### config.mk
export PLATFORM = sky130hd
export DESIGN_NAME = anc_tap_buffer
export DESIGN_NICKNAME = d
export VERILOG_FILES = /design/src/rtl/anc_tap_buffer.sv
export SDC_FILE = /design/constraint.sdc
export NUM_CORES = 1
export LEC_CHECK = 0
export ABC_AREA = 1
export ABC_CLOCK_PERIOD_IN_PS = 2820
export CELL_PAD_IN_SITES_DETAIL_PLACEMENT = 0
export CELL_PAD_IN_SITES_GLOBAL_PLACEMENT = 1
export CORE_ASPECT_RATIO = 1.4
export CORE_MARGIN = 2
export CORE_UTILIZATION = 51
export CTS_CLUSTER_SIZE = 24
export DETAILED_ROUTE_END_ITERATION = 8
export DONT_BUFFER_PORTS = 1
export HOLD_SLACK_MARGIN = 0.06
export PLACE_DENSITY_LB_ADDON = 0.08
export RECOVER_POWER = 100
export REMOVE_ABC_BUFFERS = 1
export SYNTH_ARGS = -nofsm -noshare
export SYNTH_HDL_FRONTEND = slang
export SYNTH_SLANG_ARGS = --single-unit
### constraint.sdc
create_clock -name Clk_100M -period 2.82 [get_ports Clk_100M]
set_input_delay 0.564 -clock Clk_100M [delete_from_list [all_inputs] [get_ports Clk_100M]]
set_output_delay 0.564 -clock Clk_100M [all_outputs]
set_load 0.01 [all_outputs]
### src/rtl/anc_tap_buffer.sv
// anc_tap_buffer: reference-sample delay line feeding the ANC filter MAC.
// Keeps the TAPS most recent samples in a circular buffer and streams a
// consistent newest-first snapshot on each FilterEN rising edge. Writes that
// land during a stream are held in a one-deep pending register.
module anc_tap_buffer #(
    parameter int unsigned DATA_W = 16,
    parameter int unsigned TAPS   = 64,
    parameter int unsigned ADDR_W = 6
) (
    input  logic              Clk_100M,
    input  logic              Reset,
    input  logic              RAMDataEN,
    input  logic [DATA_W-1:0] SampleIn,
    input  logic              FilterEN,
    output logic [DATA_W-1:0] TapData,
    output logic [ADDR_W-1:0] TapIndex,
    output logic              TapValid,
    output logic              TapFirst,
    output logic              TapLast,
    output logic              Busy,
    output logic              WrOverrun,
    output logic              FiltOverlap
);

    localparam int unsigned       FILL_W   = ADDR_W + 1;
    localparam logic [FILL_W-1:0] FILL_MAX = FILL_W'(TAPS);
    localparam logic [ADDR_W-1:0] LAST_K   = ADDR_W'(TAPS - 1);

    typedef enum logic {
        IDLE   = 1'b0,
        STREAM = 1'b1
    } streamState_e;

    streamState_e state;
    streamState_e nextState;

    logic              ramDataEnD;
    logic              filterEnD;
    logic              wrEdge;
    logic              fltEdge;

    logic [DATA_W-1:0] mem [TAPS];
    logic [ADDR_W-1:0] wrPtr;
    logic [FILL_W-1:0] fillCnt;
    logic [FILL_W-1:0] fillNext;

    logic              pendValid;
    logic [DATA_W-1:0] pendData;

    logic [ADDR_W-1:0] tapK;
    logic [ADDR_W-1:0] baseAddr;
    logic [FILL_W-1:0] fillSnap;
    logic [ADDR_W-1:0] readAddr;
    logic              readHit;

    logic              commitPend;
    logic              directWr;
    logic              doWrite;
    logic [DATA_W-1:0] wrData;
    logic              deferWr;
    logic              overrunSet;
    logic              overlapSet;
    logic              startStream;
    logic              lastRead;

    assign wrEdge   = RAMDataEN & ~ramDataEnD;
    assign fltEdge  = FilterEN & ~filterEnD;
    assign doWrite  = commitPend | directWr;
    assign wrData   = commitPend ? pendData : SampleIn;
    assign fillNext = (fillCnt == FILL_MAX) ? fillCnt : fillCnt + FILL_W'(1);
    assign readAddr = baseAddr - tapK;
    assign readHit  = ({1'b0, tapK} < fillSnap);

    // Edge-detect history; reset high so levels already asserted are not edges
    always_ff @(posedge Clk_100M) begin
        if (Reset) begin
            ramDataEnD <= 1'b1;
            filterEnD  <= 1'b1;
        end else begin
            ramDataEnD <= RAMDataEN;
            filterEnD  <= FilterEN;
        end
    end

    // FSM state register
    always_ff @(posedge Clk_100M) begin
        if (Reset) begin
            state <= IDLE;
        end else begin
            state <= nextState;
        end
    end

    // FSM next-state and write/stream control decode
    always_comb begin
        nextState   = state;
        commitPend  = 1'b0;
        directWr    = 1'b0;
        deferWr     = 1'b0;
        overrunSet  = 1'b0;
        overlapSet  = 1'b0;
        startStream = 1'b0;
        lastRead    = 1'b0;
        case (state)
            IDLE: begin
                // A held sample commits first; a coincident new sample re-fills pending
                commitPend = pendValid;
                directWr   = wrEdge & ~pendValid;
                deferWr    = wrEdge & pendValid;
                if (fltEdge) begin
                    startStream = 1'b1;
                    nextState   = STREAM;
                end
            end
            STREAM: begin
                deferWr    = wrEdge;
                overrunSet = wrEdge & pendValid;
                overlapSet = fltEdge;
                if (tapK == LAST_K) begin
                    lastRead  = 1'b1;
                    nextState = IDLE;
                end
            end
            default: begin
                nextState = IDLE;
            end
        endcase
    end

    // Sample storage; contents are deliberately not reset
    always_ff @(posedge Clk_100M) begin
        if (doWrite) begin
            mem[wrPtr] <= wrData;
        end
    end

    // Pending sample payload
    always_ff @(posedge Clk_100M) begin
        if (deferWr) begin
            pendData <= SampleIn;
        end
    end

    // Pending-valid flag
    always_ff @(posedge Clk_100M) begin
        if (Reset) begin
            pendValid <= 1'b0;
        end else if (deferWr) begin
            pendValid <= 1'b1;
        end else if (commitPend) begin
            pendValid <= 1'b0;
        end
    end

    // Write pointer and saturating fill count
    always_ff @(posedge Clk_100M) begin
        if (Reset) begin
            wrPtr   <= '0;
            fillCnt <= '0;
        end else if (doWrite) begin
            wrPtr   <= wrPtr + ADDR_W'(1);
            fillCnt <= fillNext;
        end
    end

    // Stream snapshot and tap counter; a same-cycle write is part of the snapshot
    always_ff @(posedge Clk_100M) begin
        if (Reset) begin
            tapK     <= '0;
            baseAddr <= '0;
            fillSnap <= '0;
            Busy     <= 1'b0;
        end else if (startStream) begin
            baseAddr <= doWrite ? wrPtr : wrPtr - ADDR_W'(1);
            fillSnap <= doWrite ? fillNext : fillCnt;
            tapK     <= '0;
            Busy     <= 1'b1;
        end else if (state == STREAM) begin
            tapK <= tapK + ADDR_W'(1);
            if (lastRead) begin
                Busy <= 1'b0;
            end
        end
    end

    // Registered tap output stage, one cycle behind the read issue
    always_ff @(posedge Clk_100M) begin
        if (Reset) begin
            TapData  <= '0;
            TapIndex <= '0;
            TapValid <= 1'b0;
            TapFirst <= 1'b0;
            TapLast  <= 1'b0;
        end else if (state == STREAM) begin
            TapData  <= readHit ? mem[readAddr] : '0;
            TapIndex <= tapK;
            TapValid <= 1'b1;
            TapFirst <= (tapK == '0);
            TapLast  <= lastRead;
        end else begin
            TapData  <= '0;
            TapIndex <= '0;
            TapValid <= 1'b0;
            TapFirst <= 1'b0;
            TapLast  <= 1'b0;
        end
    end

    // Sticky fault flags
    always_ff @(posedge Clk_100M) begin
        if (Reset) begin
            WrOverrun   <= 1'b0;
            FiltOverlap <= 1'b0;
        end else begin
            if (overrunSet) begin
                WrOverrun <= 1'b1;
            end
            if (overlapSet) begin
                FiltOverlap <= 1'b1;
            end
        end
    end

endmodule

# After elaboration in Yosys (flattened, before gate mapping)
# Memories as Yosys holds them, arrays and structs flattened. A register that Yosys moved wholly into a read port is not among the register bits.
# Index checks and enable logic that the tools add are counted.
classes:
  addsub: 5
  order_cmp: 1
  eq_ne: 2
  muxes: 23
  bitwise_logic: 10
  n_reduce_logical: 8
ops:
  columns: ["cell", "n"]
  rows:
  - ["$mux W1", 17]
  - ["$mux W16", 1]
  - ["$mux W7", 2]
  - ["$add A6 B1 Y6 const B", 2]
  - ["$add A7 B1 Y7 const B", 1]
  - ["$eq A7 B7 Y1 const B", 1]
  - ["$lt A6 B7 Y1", 1]
  - ["$eq A6 B6 Y1 const B", 1]
  - ["$logic_not A6 Y1", 1]
  - ["$mux W6", 1]
  - ["$reduce_bool A2 Y1", 3]
  - ["$sub A6 B1 Y6 const B", 1]
  - ["$sub A6 B6 Y6", 1]
  - ["$not A1 Y1", 5]
  - ["$and A1 B1 Y1", 4]
  - ["$pmux W1 S2", 2]
  - ["$reduce_or A2 Y1", 2]
  - ["$reduce_or A3 Y1", 1]
  - ["$reduce_and A2 Y1", 1]
  - ["$or A1 B1 Y1", 1]
totals:
  reg_bits: 64
  mem_bits_rw: 1024
  output_inout_bits: 28
  wordCells: 67
  n_memories: 1
memory_table:
  columns: ["name", "words", "word_bits", "read_ports", "rd_clocked_by_memory_dff", "write_ports", "line", "source"]
  rows:
  - ["mem", 64, 16, 1, 1, 1, "42", "logic [DATA_W-1:0] mem [TAPS];"]

# Logic depth before layout (Yosys ltp)
# Gate-level depths: netlist (run 1).
logic_depth:
  depth_word: 7
  ltp_mapped: 16

# Worst setup path after synthesis (run 1)
# OpenSTA, ideal clock, no wires.
synth_path:
  path_type: "in2reg"
  start: "in RAMDataEN"
  end: "mem mem[63][0], enable pin"
  setup_time_ns: 0.390
  arrival_ns: 2.102
  required_ns: 2.430
  path_slack_ns: 0.328
  stages: 6
  n_path_buf: 0
  path_cell_list: "nand2_1 a21oi_4 inv_1 nor2_1 nand2_1 nor2_1"
synth_between:
  elab_chain_cells: 6
synth_rtl:
  columns: ["element", "line", "source"]
  rows:
  - ["from (decl)", "12", "input logic RAMDataEN,"]
  - ["$and A1 B1 Y1", "66", "assign wrEdge = RAMDataEN & ~ramDataEnD;"]
  - ["$and A1 B1 Y1", "108", "directWr = wrEdge & ~pendValid;"]
  - ["$mux W1", "104", "case (state)"]
  - ["$or A1 B1 Y1", "68", "assign doWrite = commitPend | directWr;"]
  - ["$mux W1", "132", "if (doWrite) begin"]
  - ["$mux W1 (not written as such)", "133", "mem[wrPtr] <= wrData;"]
  - ["to (decl)", "42", null]
# No other way between the ends.

# Worst setup path in the final report (run 1)
layout_path:
  start: "reg baseAddr[0]"
  end: "reg TapData[8], read port of mem"
layout_between:
  elab_chain_cells: 1
layout_rtl:
  columns: ["element", "line", "source"]
  rows:
  - ["from (decl)", "51", "logic [ADDR_W-1:0] baseAddr;"]
  - ["from (signal assigned)", "174", "baseAddr <= doWrite ? wrPtr : wrPtr - ADDR_W'(1);"]
  - ["$sub A6 B6 Y6", "71", "assign readAddr = baseAddr - tapK;"]
  - ["to (decl)", "15", "output logic [DATA_W-1:0] TapData,"]
# No other way between the ends.
# A chain may end at the register's enable or synchronous reset.

==> metrics.txt, run 1 <==
Main synth FF type=edfxtp_1; fin util=0.609; root buffer cell=clkbuf_16; Port Buf Inserts=0; Clock Path Buffers=3; Synth area leaders=edfxtp_1 66%, nand2_1 12%, nand3_1 6.3%; # diodes=0; Seq/Total Area, Yosys=0.690; Cell Chain, Critical Path=inv_2 -> ha_4 -> fa_4 -> buf_12 -> buf_16 -> buf_4 -> nand2_1 -> nand3_1 -> nand2_1 -> nand2_1 -> nand3_2 -> nand2_1 -> nor2_1 -> buf_4 -> nor2_2; failing checks=negative setup slack; CTS tree=yes; P per Cell Area=709 mW/mm^2; unique cell type count in the Yosys netlist=40; Worst Hold Class=in2reg; Crit path largest cell delay=840 ps; clk sink count=1104; Setup crit start kind=flip-flop; Cell Area, Synth=0.0471 sq mm; Initial Utilization=0.516; TritonRoute pass-1 iters=6; layout cells sized above 1=0.147; type of the worst setup path=reg2reg; number of max-cap violations=0; die height=364 um; initial antenna violation count=2; wire per inst=23.5 um; largest net degree at the start of global routing=81; GR Util All Layers=0.296; DR DRC count=0; initial DRC count=2935; Rows=131; Die X-Extent=261 um; Setup-failing EPs final=2; EDFF count, synth=1040; Post-DRT Antenna Nets=0; gpl congestion=0.851; CP Data Required Time=3480 ps; Peak Freq=352 MHz; Post-synth top cells=1530 x nand2_1, 1040 x edfxtp_1, 591 x nand3_1; core footprint=0.0913 sq mm; hold path cells=3; Final Hold Fails=0; Yosys top cell area share=0.663; first-pass GRT wire length=205000 um; number of global-route vias before repair=31400; Fin Setup TNS=-32.7 ps; CP endpoint kind=flip-flop; R2R depth=15; syn_area_per_cell=10.5 sq um; Buf/Inv on CP=5; clock skew after layout=23.6 ps; Final period util=1.01; Ys Warns=0; post-route cell area=0.0556 sq mm; Overflow after GRT=0; Slew Viols, Final=0; die area=0.0948 sq mm; worst slew pin tran=1140 ps; CP arrival=3500 ps; slowest library cell on the worst path=fa_4; DR vias/cell=5.44; worst vdd rail ir drop=790 uV; Routed WL=140000 um; clock slew at reported path FFs=60 ps; Layout Nets=4706; Slew HR=0.240; worst-skew pair later-pin latency=730 ps; fin crit period=2840 ps; Area after DPL=0.0500 sq mm; hold_ws=204 ps; # H-tree levels=3; top cell type by total area after synthesis=edfxtp_1; Yosys reg bits=1104; outcome=complete, but fails checks; CP Max Fanout=7; Mapped Cells=4492; Layout area overhead=18.1%; count leader, synth=nand2_1; Levels on crit path=15; most frequent CP cell=nand2_1; I/O pin total=48; RSZ-0062 raised after global routing=yes; CTS buffer count=106; routed vias=32400; Crit path max-delay family=adder cells; setup ws final=-17.4 ps; DP HPWL=81300 um; LEAKAGE=22.6 nW; Async S/R FF share, synth=0
-- layout make-up --
type                            count  area, sq um
Clock buffer                      126         2730
Inverter                          521         1980
Timing Repair Buffer              300         3450
Fill cell                        7500        35700
Clock inverter                     73          960
Multi-Input combinational cell   2635        12400
Tap cell                         1197         1500
Sequential cell                  1104        32500
Timing Repair inverter              1         8.76
-- stage by stage --
stage	instances	setup WS (ps)	power, mW
2_1_floorplan	4260	-18350	21.5
3_3_place_gp	5682	-511	23.6
3_5_place_dp	5682	-466	23.6
4_1_cts	5947	-60.8	39.4
5_1_grt	5957	-75.0	40.5
6_report	5957	-17.4	39.4
-- per-layer routing --
metal,global-route usage,wire length (um),up-vias
met4,0.144,6990,0
met1,0.372,54600,16000
li1,-,-,15100
met5,0,0,-
met3,0.0319,8080,260
met2,0.512,70500,1026
-- worst paths after layout --
path | endpoint | slack [ps] | startpoint
max | TapData[8] | -20 | baseAddr[0]
min | filterEnD | 200 | Reset
max reg2reg | TapData[8] | -20 | baseAddr[0]
min reg2reg | fillSnap[5] | 460 | fillSnap[5]
-- tightest hold or removal path: cells and delay by family --
family	cells	cell delay, ps
buffers and inverters	2	250
and+or+nand+nor	1	80
-- state kept, by name, indices dropped and copies added, names as in the netlist, 7 cells and up --
register,count
fillSnap,7
pendData,16
fillCnt,7
mem,1024
TapData,16
-- cells by family after synthesis --
kind of cell / after synthesis / synth area share
adders and majority gates: 17 / 0.00468
AOI/OAI and AO/OA: 145 / 0.0182
xor gates and xnor gates: 11 / 0.00221
muxes: 16 / 0.00383
buffers and inverters: 753 / 0.0664
and+or+nand+nor: 2446 / 0.214
DFF: 1104 / 0.690
-- power breakdown --
| part | internal [mW] | total (mW) | switching [mW] |
|---|---|---|---|
| Clock | 8.78 | 15.2 | 6.38 |
| Sequential | 18.0 | 18.0 | 0.0273 |
| Combinational | 2.14 | 6.26 | 4.13 |
-- cells in the final DEF (no fill, tap or decap), types with 37 or more instances in the layout --
master,instances
buf_12,55
buf_4,81
clkbuf_1,38
clkbuf_16,114
clkbuf_2,61
dfxtp_1,62
edfxtp_1,1040
inv_1,514
nand2_1,1432
nand2_2,88
nand3_1,499
nand3_2,76
nor2_1,242
o211ai_1,37
o21ai_0,71
or2_2,46
-- repair_timing --
item	4_1_cts	5_1_grt
gates resized for setup	244	55
setup endpoints to repair	16	16
setup buffers	31	5
gates cloned	17	8
hold buffers	19	0
hold endpoints to repair	37	0
pin swaps	90	43
Power figures use the tool's default switching activity.
==> run 2: changes to the inputs <==
--- a/config.mk
+++ b/config.mk
@@ -5,16 +5,16 @@
 export SDC_FILE = /design/constraint.sdc
 export NUM_CORES = 1
 export LEC_CHECK = 0
-export ABC_AREA = 1
 export ABC_CLOCK_PERIOD_IN_PS = 2820
+export BUFFER_PORTS_ARGS = -buffer_cell sky130_fd_sc_hd__buf_2
 export CELL_PAD_IN_SITES_DETAIL_PLACEMENT = 0
 export CELL_PAD_IN_SITES_GLOBAL_PLACEMENT = 1
 export CORE_ASPECT_RATIO = 1.4
 export CORE_MARGIN = 2
-export CORE_UTILIZATION = 51
+export CORE_UTILIZATION = 56
 export CTS_CLUSTER_SIZE = 24
 export DETAILED_ROUTE_END_ITERATION = 8
-export DONT_BUFFER_PORTS = 1
+export GPL_ROUTABILITY_DRIVEN = 0
 export HOLD_SLACK_MARGIN = 0.06
 export PLACE_DENSITY_LB_ADDON = 0.08
 export RECOVER_POWER = 100
==> metrics.txt, run 2 <==
Routed WL=102000 um; layout cells sized above 1=0.319; count leader, synth=edfxtp_1; DR vias/cell=6.14; EDFF count, synth=1040; initial DRC count=1863; Initial Utilization=0.563; outcome=complete, but fails checks; sequential power share=0.503; Top Registers=mem x1024, TapData x16, pendData x16; worst slew pin tran=1540 ps; unique cell type count in the Yosys netlist=49; Seq/Total Area, Yosys=0.759; Main synth FF type=edfxtp_1; Slew HR=-0.0297; I/O pin total=48; DR DRC count=0; CP endpoint kind=flip-flop; Final Hold Fails=0; clk sink count=1104; top cell type by total area after synthesis=edfxtp_1; commonest non-fill, non-tap cell in the layout=edfxtp_1; TritonRoute pass-1 iters=6; Post-DRT Antenna Nets=0; Post-synth top cells=1040 x edfxtp_1, 258 x mux4_2, 219 x mux2i_1; worst-skew pair later-pin latency=680 ps; Switch Pwr=8.21 mW; commonest non-fill, non-tap cells in the layout=1040 x edfxtp_1, 258 x mux4_2, 180 x mux2i_1, 175 x buf_4, 102 x clkbuf_16; initial antenna violation count=1; Async S/R FF share, synth=0; Ys Warns=0; CP Data Required Time=3360 ps; Setup-failing EPs final=16; number of global-route vias before repair=21600; P per Cell Area=706 mW/mm^2; Internal=27.6 mW; CTS tree=yes; Final period util=1.10; type of the worst setup path=reg2reg; switching share of power=0.229; Yosys reg bits=1104; worst vdd rail ir drop=523 uV; Layout Nets=2408; Overall Power=35.8 mW; Mapped Cells=1989; routed vias=21100; fin util=0.666; clock slew at reported path FFs=60 ps; Overflow after GRT=0; DP HPWL=60000 um; Port Buf Inserts=47; Peak Freq=322 MHz; Clock Path Buffers=3; LEAKAGE=17.4 nW; clock share of power=0.367; GR Util All Layers=0.264; number of max-cap violations=2; die area=0.0788 sq mm; CP Max Fanout=12; Yosys top cell area share=0.729; core footprint=0.0761 sq mm; Setup crit start kind=flip-flop; RSZ-0062 raised after global routing=yes; Comb power frac=0.130; # H-tree levels=3; Layout area overhead=18.4%; setup ws final=-289 ps; Cell Area, Synth=0.0429 sq mm; Reg with most FFs=mem; wire per inst=29.8 um; Slew Viols, Final=130; hold path cells=1; R2R depth=12; failing checks=max-capacitance violations, max-slew violations, negative setup slack; fin crit period=3110 ps; clock skew after layout=16.9 ps; Die X-Extent=238 um; first-pass GRT wire length=148000 um; syn_area_per_cell=21.5 sq um; CP arrival=3650 ps; Fin Setup TNS=-3660 ps; die height=331 um; CTS buffer count=100; root buffer cell=clkbuf_16; Rows=120; max FFs per register=1024; largest net degree at the start of global routing=65; # diodes=0; Worst Hold Class=in2reg; Synth area leaders=edfxtp_1 73%, mux4_2 14%, mux2i_1 5.1%
[run 2: kinds of logic (layout without fill, tap and decap cells)]
group,after synthesis,in the layout,share of synthesized area
DFF,1104,1104,0.759
muxes,493,493,0.191
and+or+nand+nor,170,170,0.0179
adders and majority gates,17,17,0.00514
xor gates and xnor gates,18,18,0.00473
AOI/OAI and AO/OA,64,64,0.0102
buffers and inverters,123,589,0.0126
[run 2: final cells by class]
cell class	instances	area, sq um
multi-input cells	762	10100
clock buffers	129	2660
inverters	23	86.3
repair buffers	380	3670
flip-flops and latches	1104	32500
well taps	976	1220
fillers	4870	25400
clock inverters	57	477
[run 2: metrics by stage]
stage | setup WS (ps) | area, sq um | hold slack [ps] | std cells
2_1_floorplan | -8720 | 42400 | 458 | 1889
3_3_place_gp | -622 | 46800 | 450 | 3188
3_5_place_dp | -637 | 46800 | 457 | 3188
4_1_cts | -332 | 50900 | 60.5 | 3424
5_1_grt | -353 | 50700 | 154 | 3431
6_report | -289 | 50700 | 137 | 3431
[run 2: worst paths after layout]
path,from,to,slack [ps]
setup / recovery,baseAddr[0],TapData[10],-290
hold / removal,SampleIn[15],pendData[15],140
setup reg to reg,baseAddr[0],TapData[10],-290
hold reg to reg,Busy,Busy,480
[run 2: worst max-delay path: stages, from the launching register on]
cell	delay (ps)
dfxtp_2	320
inv_2	40
ha_4	150
fa_4	850
buf_12	200
buf_16	170
buf_12	160
mux4_2	290
mux2i_1	210
mux2i_1	120
mux2i_1	220
buf_4	180
o22ai_2	60
[run 2: layer usage]
layer / global-route usage / part of all wire / vias to the layer above
met5: 0 / 0 / -
met4: 0.0947 / 0.037 / 0
met3: 0.0273 / 0.053 / 159
met2: 0.447 / 0.52 / 647
met1: 0.361 / 0.39 / 11300
li1: - / - / 8998
[run 2: timing repair]
action	in CTS	in global routing
hold endpoints to repair	17	0
gates resized for setup	61	34
setup endpoints to repair	16	16
buffers inserted	25	9
pin swaps	5	5
hold buffers	17	0
gates cloned	10	0
[run 2: power groups by stage]
stage	Combinational [mW]	Clock [mW]	Sequential, mW
2_1_floorplan	3.06	0	18.3
3_3_place_gp	4.15	0	18.3
3_5_place_dp	4.18	0	18.3
4_1_cts	4.61	13.4	18.0
5_1_grt	4.87	14.0	18.0
6_report	4.65	13.2	18.0
